### src/rtl/multicycle_ctrl.sv
`default_nettype none
// ============================================================================
// Module      : multicycle_ctrl
// Description : Multi-cycle control FSM for an RV32I datapath. Steps each
//               instruction through IDLE/FETCH/DECODE/EXEC/MEM/WB, drives the
//               datapath selects and every write enable, handshakes with the
//               instruction and data memories, and parks in HALT with a
//               sticky bus_err when a memory never acknowledges.
// Ports       : clk, rst_n           - clock (rising edge), async active-low reset
//               instr                - IR contents, valid from DECODE on
//               iack, dack           - memory acknowledge pulses
//               br_taken             - branch comparator result (EXEC)
//               ireq, ir_we          - instruction fetch request / IR load
//               dreq, dwe            - data request / write qualifier
//               alub_sel, alu_op     - ALU operand-B select and operation
//               rf_we, wb_sel        - register write enable / source select
//               pc_we, pc_sel        - PC load strobe / source select
//               illegal, bus_err     - unsupported opcode pulse / sticky timeout
// Revision    : 1.0 - initial release
// ============================================================================
module multicycle_ctrl #(
    parameter int WAIT_W = 4
) (
    input  logic        clk,
    input  logic        rst_n,
    input  logic [31:0] instr,
    input  logic        iack,
    input  logic        dack,
    input  logic        br_taken,
    output logic        ireq,
    output logic        ir_we,
    output logic        dreq,
    output logic        dwe,
    output logic        alub_sel,
    output logic [3:0]  alu_op,
    output logic        rf_we,
    output logic [1:0]  wb_sel,
    output logic        pc_we,
    output logic [1:0]  pc_sel,
    output logic        illegal,
    output logic        bus_err
);

    typedef enum logic [2:0] {
        S_IDLE   = 3'd0,
        S_FETCH  = 3'd1,
        S_DECODE = 3'd2,
        S_EXEC   = 3'd3,
        S_MEM    = 3'd4,
        S_WB     = 3'd5,
        S_HALT   = 3'd6
    } state_t;

    typedef enum logic [2:0] {
        C_R      = 3'd0,
        C_IALU   = 3'd1,
        C_LOAD   = 3'd2,
        C_STORE  = 3'd3,
        C_BRANCH = 3'd4,
        C_JAL    = 3'd5,
        C_JALR   = 3'd6,
        C_LUI    = 3'd7
    } cls_t;

    // Last count value at which a missing ack still leaves room; one more
    // silent cycle reaches 2**WAIT_W-1 and trips the timeout.
    localparam logic [WAIT_W-1:0] WAIT_LAST = WAIT_W'((2 ** WAIT_W) - 2);

    state_t            state_q, state_d;
    cls_t              cls_q, cls_d;
    logic [WAIT_W-1:0] wait_q, wait_d;
    logic              bus_err_q, bus_err_d;

    cls_t              dec_cls;
    logic              dec_ok;
    logic              exe_alub;
    logic [3:0]        exe_op;
    logic              unused_instr;

    // Only opcode, funct3 and funct7[5] steer the controller.
    assign unused_instr = ^{instr[31], instr[29:15], instr[11:7]};

    always_ff @(posedge clk or negedge rst_n) begin
        if (!rst_n) begin
            state_q   <= S_IDLE;
            cls_q     <= C_R;
            wait_q    <= '0;
            bus_err_q <= 1'b0;
        end else begin
            state_q   <= state_d;
            cls_q     <= cls_d;
            wait_q    <= wait_d;
            bus_err_q <= bus_err_d;
        end
    end

    // Opcode classifier
    always_comb begin
        dec_cls = C_R;
        dec_ok  = 1'b1;
        case (instr[6:0])
            7'b0110011: dec_cls = C_R;
            7'b0010011: dec_cls = C_IALU;
            7'b0000011: dec_cls = C_LOAD;
            7'b0100011: dec_cls = C_STORE;
            7'b1100011: dec_cls = C_BRANCH;
            7'b1101111: dec_cls = C_JAL;
            7'b1100111: dec_cls = C_JALR;
            7'b0110111: dec_cls = C_LUI;
            default:    dec_ok  = 1'b0;
        endcase
    end

    // ALU controls for the latched class; shared by EXEC and MEM so the
    // address computation stays stable while the data access is pending.
    always_comb begin
        exe_alub = !((cls_q == C_R) || (cls_q == C_BRANCH));
        case (cls_q)
            C_R:      exe_op = {instr[30], instr[14:12]};
            C_IALU:   exe_op = {instr[30] & (instr[14:12] == 3'b101), instr[14:12]};
            C_BRANCH: exe_op = 4'b1000;
            default:  exe_op = 4'b0000;
        endcase
    end

    always_comb begin
        state_d   = state_q;
        cls_d     = cls_q;
        wait_d    = wait_q;
        bus_err_d = bus_err_q;
        ireq      = 1'b0;
        ir_we     = 1'b0;
        dreq      = 1'b0;
        dwe       = 1'b0;
        alub_sel  = 1'b0;
        alu_op    = 4'b0000;
        rf_we     = 1'b0;
        wb_sel    = 2'b00;
        pc_we     = 1'b0;
        pc_sel    = 2'b00;
        illegal   = 1'b0;

        case (state_q)
            S_IDLE: begin
                state_d = S_FETCH;
                wait_d  = '0;
            end
            S_FETCH: begin
                ireq = 1'b1;
                if (iack) begin
                    ir_we   = 1'b1;
                    wait_d  = '0;
                    state_d = S_DECODE;
                end else begin
                    wait_d = wait_q + 1'b1;
                    if (wait_q == WAIT_LAST) begin
                        bus_err_d = 1'b1;
                        state_d   = S_HALT;
                    end
                end
            end
            S_DECODE: begin
                if (dec_ok) begin
                    cls_d   = dec_cls;
                    state_d = S_EXEC;
                end else begin
                    // Skip the bad word: advance PC by 4 and refetch.
                    illegal = 1'b1;
                    pc_we   = 1'b1;
                    pc_sel  = 2'b00;
                    wait_d  = '0;
                    state_d = S_FETCH;
                end
            end
            S_EXEC: begin
                alub_sel = exe_alub;
                alu_op   = exe_op;
                case (cls_q)
                    C_BRANCH: begin
                        pc_we   = 1'b1;
                        pc_sel  = br_taken ? 2'b01 : 2'b00;
                        wait_d  = '0;
                        state_d = S_FETCH;
                    end
                    C_LOAD, C_STORE: begin
                        wait_d  = '0;
                        state_d = S_MEM;
                    end
                    default: state_d = S_WB;
                endcase
            end
            S_MEM: begin
                dreq     = 1'b1;
                dwe      = (cls_q == C_STORE);
                alub_sel = exe_alub;
                alu_op   = exe_op;
                if (dack) begin
                    wait_d = '0;
                    if (cls_q == C_STORE) begin
                        pc_we   = 1'b1;
                        pc_sel  = 2'b00;
                        state_d = S_FETCH;
                    end else begin
                        state_d = S_WB;
                    end
                end else begin
                    wait_d = wait_q + 1'b1;
                    if (wait_q == WAIT_LAST) begin
                        bus_err_d = 1'b1;
                        state_d   = S_HALT;
                    end
                end
            end
            S_WB: begin
                rf_we = 1'b1;
                pc_we = 1'b1;
                case (cls_q)
                    C_LOAD:         wb_sel = 2'b01;
                    C_JAL, C_JALR:  wb_sel = 2'b10;
                    C_LUI:          wb_sel = 2'b11;
                    default:        wb_sel = 2'b00;
                endcase
                case (cls_q)
                    C_JAL:   pc_sel = 2'b01;
                    C_JALR:  pc_sel = 2'b10;
                    default: pc_sel = 2'b00;
                endcase
                wait_d  = '0;
                state_d = S_FETCH;
            end
            S_HALT: state_d = S_HALT;
            default: state_d = S_IDLE;
        endcase
    end

    assign bus_err = bus_err_q;

endmodule
`default_nettype wire

### config.mk
export PLATFORM = sky130hd
export DESIGN_NAME = multicycle_ctrl
export DESIGN_NICKNAME = d
export VERILOG_FILES = /design/src/rtl/multicycle_ctrl.sv
export SDC_FILE = /design/constraint.sdc
export NUM_CORES = 1
export LEC_CHECK = 0
export ABC_AREA = 1
export ABC_CLOCK_PERIOD_IN_PS = 1500
export CAP_MARGIN = 20
export CELL_PAD_IN_SITES_DETAIL_PLACEMENT = 0
export CELL_PAD_IN_SITES_GLOBAL_PLACEMENT = 1
export CORE_UTILIZATION = 25
export DETAILED_ROUTE_END_ITERATION = 8
export PLACE_DENSITY = 0.84
export SYNTH_ARGS = -nofsm -noshare
export SYNTH_HDL_FRONTEND = slang
export SYNTH_SLANG_ARGS = --single-unit
### constraint.sdc
create_clock -name clk -period 1.5 [get_ports clk]
set_input_delay 0.375 -clock clk [delete_from_list [all_inputs] [get_ports clk]]
set_output_delay 0.375 -clock clk [all_outputs]
set_load 0.01 [all_outputs]
==> metrics.csv, run 1 <==
metric,value,unit
status,"finished, violations left",
failing checks,negative setup slack,
area occupied by multi-input gates,755.7,um2
most common library cells after synthesis,"36 x nand2_1, 25 x nor2_1, 22 x inv_1",
unrepaired setup endpoints after global routing,true,
CP max-delay cell,dfrtp_2,
PD cells,365.9,mW/mm2
cells after synthesis,155,
Stages on worst setup path,7,
max cap viols,0,
CP max FO,5,
Overflow after GRT,0,
"Setup violations, final",22,
Worst-Margin Slew,321.1,ps
"Req. time, crit path",1120,ps
Max Transition Viols Final,0,
Synth top area share,28.21,%
ys flop type,dfrtp_1,
"count leader, synth",nand2_1,
CTS root buf,clkbuf_8,
Skew-Pair Late Insertion Delay,240,ps
DRC,0,
Synth Warn #,0,
number of global-route vias before repair,1303,
TritonCTS clock tree,yes,
Via density,4.580,
"Net Count, Synth",194,
DR WL/cell,11.18,um
reg-to-reg startpoint,state_q[2]$_DFF_PN0_,
htree depth,1,
Final ANT Viol Nets,0,
Clock Path Buffers,2,
crit start category,register,
Non-Filler Instances,293,
Routed Wire Length,3277,um
Tot Pwr,722.4,uW
Initial Util,26.26,%
Fmax,547.1,MHz
crit path launch,state_q[1]$_DFF_PN0_,
crit path DAT,1450,ps
Die Y,64.48,um
initial antenna violation count,0,
Async SR Flop Fraction,100.0,%
post-synthesis cell type count,28,
CP Buf/Inv Count,4,
FILL cells,359,
Core Region,0.003716,mm2
vias,1342,
Worst R2R Setup Slack,-150,ps
Worst-path clk slew,50,ps
worst rel slew slack,78.40,%
largest net degree at the start of global routing,12,
Worst path top cell family by delay,buffers and inverters,
CP Capture Type,output pin,
Register Area,279.0,um2
r2r worst-path depth,11,
Num Clock Sinks,11,
Mapped Area,975.9,um2
CP cell instances,inv_2 > nand2_1 > nor2_4 > inv_4 > buf_4 > nor3_2 > buf_2,
main area contributors after synthesis,"dfrtp_1 28%, nand2_1 14%, nand3_1 9.7%",
DP HPWL,2243,um
post-synthesis average cell area,6.296,um2
Final Critical Period,1828,ps
Lkg Pwr,0.001004,uW
routability congestion estimate,0.7703,
PnR worst setup slack,-327.7,ps
ratio of cells with drive above 1 in the final layout,50.61,%
Final period util,121.8,%
Worst Hold Class,primary input to async pin,
die width,64.48,um
final hold viol count,0,
Layout Skew,2.683,ps
Seq cells post-synth,11,
Cells after DPL,271,
hold buffers post-CTS,0,
Post-synth EDFFs,0,
Worst Setup EP,wb_sel[1],
DIE AREA,0.004158,mm2
DRT Pass-1 Iters,4,
total global-route track usage,16.78,%
critical path type,register to output pin,
cell taking the most area after synthesis,dfrtp_1,
Layout area overhead,102.3,%
post-synthesis sequential area ratio,28.21,%
Reg2Reg Capture Point,state_q[2]$_DFF_PN0_,
global-route wire length before repair,5513,um
crit-path max cell delay,430,ps
nets,285,
Peak VDD IR,279.0,uV
Initial DRC Count,41,
port buffer count,32,
CTS Buf Count,3,
IO Count,54,
# rows,22,
antenna cell count,0,
[registers in the layout (all words and copies together) (netlist names)]
signal   cells
bus_err      1
cls_q        3
state_q      3
wait_q       4
[cell families (layout without fill, tap and decap cells)]
group                      after synthesis  after routing  synth area share, %
AOI/OAI and AO/OA                       17             17                10.77
xor gates and xnor gates                 2              2                1.795
adders and majority gates                2              2                2.564
buffers and inverters                   29            119                12.44
DFF                                     11             11                28.20
and+or+nand+nor                         94             94                44.23
[metal layers]
layer,vias up,global-route usage [%],wire length [um]
met1,620,20.39,1411
met4,0,6.111,31
li1,689,-,-
met3,5,3.345,141
met5,-,0,0
met2,28,29.08,1692
[where the power goes]
group / internal (uW) / switching [uW] / total, uW / leakage, uW
registers: 299 / 0.573 / 299 / 0.000139
logic: 64.0 / 56.7 / 121 / 0.000842
clock network: 187 / 116 / 303 / 0.0000228
total: 550 / 173 / 722 / 0.00100
[stage by stage]
stage / util, % / cell area, um2 / setup WS (ps) / setup TNS, ps / hold WS, ps
after floorplan: - / 1005 / -90.71 / -441.6 / 79.41
after global placement: 44.51 / 1654 / -907.3 / -9956 / 441.6
after detailed placement: 44.51 / 1654 / -951.1 / -10310 / 447.7
after CTS: 49.83 / 1852 / -335.7 / -3825 / 426.0
after global routing: 53.13 / 1974 / -386.8 / -6146 / 462.7
final: 53.13 / 1974 / -327.7 / -4286 / 429.0
[worst min path at each step]
stage                   startpoint              endpoint  slack (ps)  depth (start not counted)
2_1_floorplan                rst_n   bus_err$_DFFE_PN0P_          80                          0
3_3_place_gp   bus_err$_DFFE_PN0P_   bus_err$_DFFE_PN0P_         440                          1
3_5_place_dp   bus_err$_DFFE_PN0P_   bus_err$_DFFE_PN0P_         450                          1
4_1_cts                      rst_n  state_q[1]$_DFF_PN0_         430                          2
5_1_grt                      rst_n  state_q[1]$_DFF_PN0_         460                          2
6_report                     rst_n  state_q[1]$_DFF_PN0_         430                          2
[cell usage in the layout, fill, tap and decap left out, drive strengths merged, types with 2 or more instances in the layout]
master,instances
nand2,38
nor3,3
nor4,2
inv,26
nand4,6
nor2,25
clkdlybuf4s50,8
clkdlybuf4s15,3
ha,2
a211oi,3
buf,73
dlygate4sd2,3
o21ai,6
dfrtp,11
nand3,19
a21oi,4
clkbuf,5
[area by class of cell]
type,instances,share of cell area [%]
multi-input combinational,115,38.28
clock buffer,4,2.281
tap,48,3.042
inverter,26,5.196
sequential,11,14.13
timing repair buffer,89,37.07
[what timing repair did]
| action | 4_1_cts | 5_1_grt |
|---|---|---|
| setup buffers | 11 | 8 |
| gates cloned | 0 | 0 |
| pin swaps | 14 | 12 |
| gates resized for setup | 114 | 27 |
| endpoints found under the setup margin | 24 | 28 |
| hold endpoints to repair | 0 | 0 |
No activity file was read; power rests on OpenSTA's default activity.
==> inputs of run 2 (changes only) <==
SLEW_MARGIN = 40   (was unset)
==> results of run 2 <==
The final DEF is identical to that of run 1; final timing and power are the same.
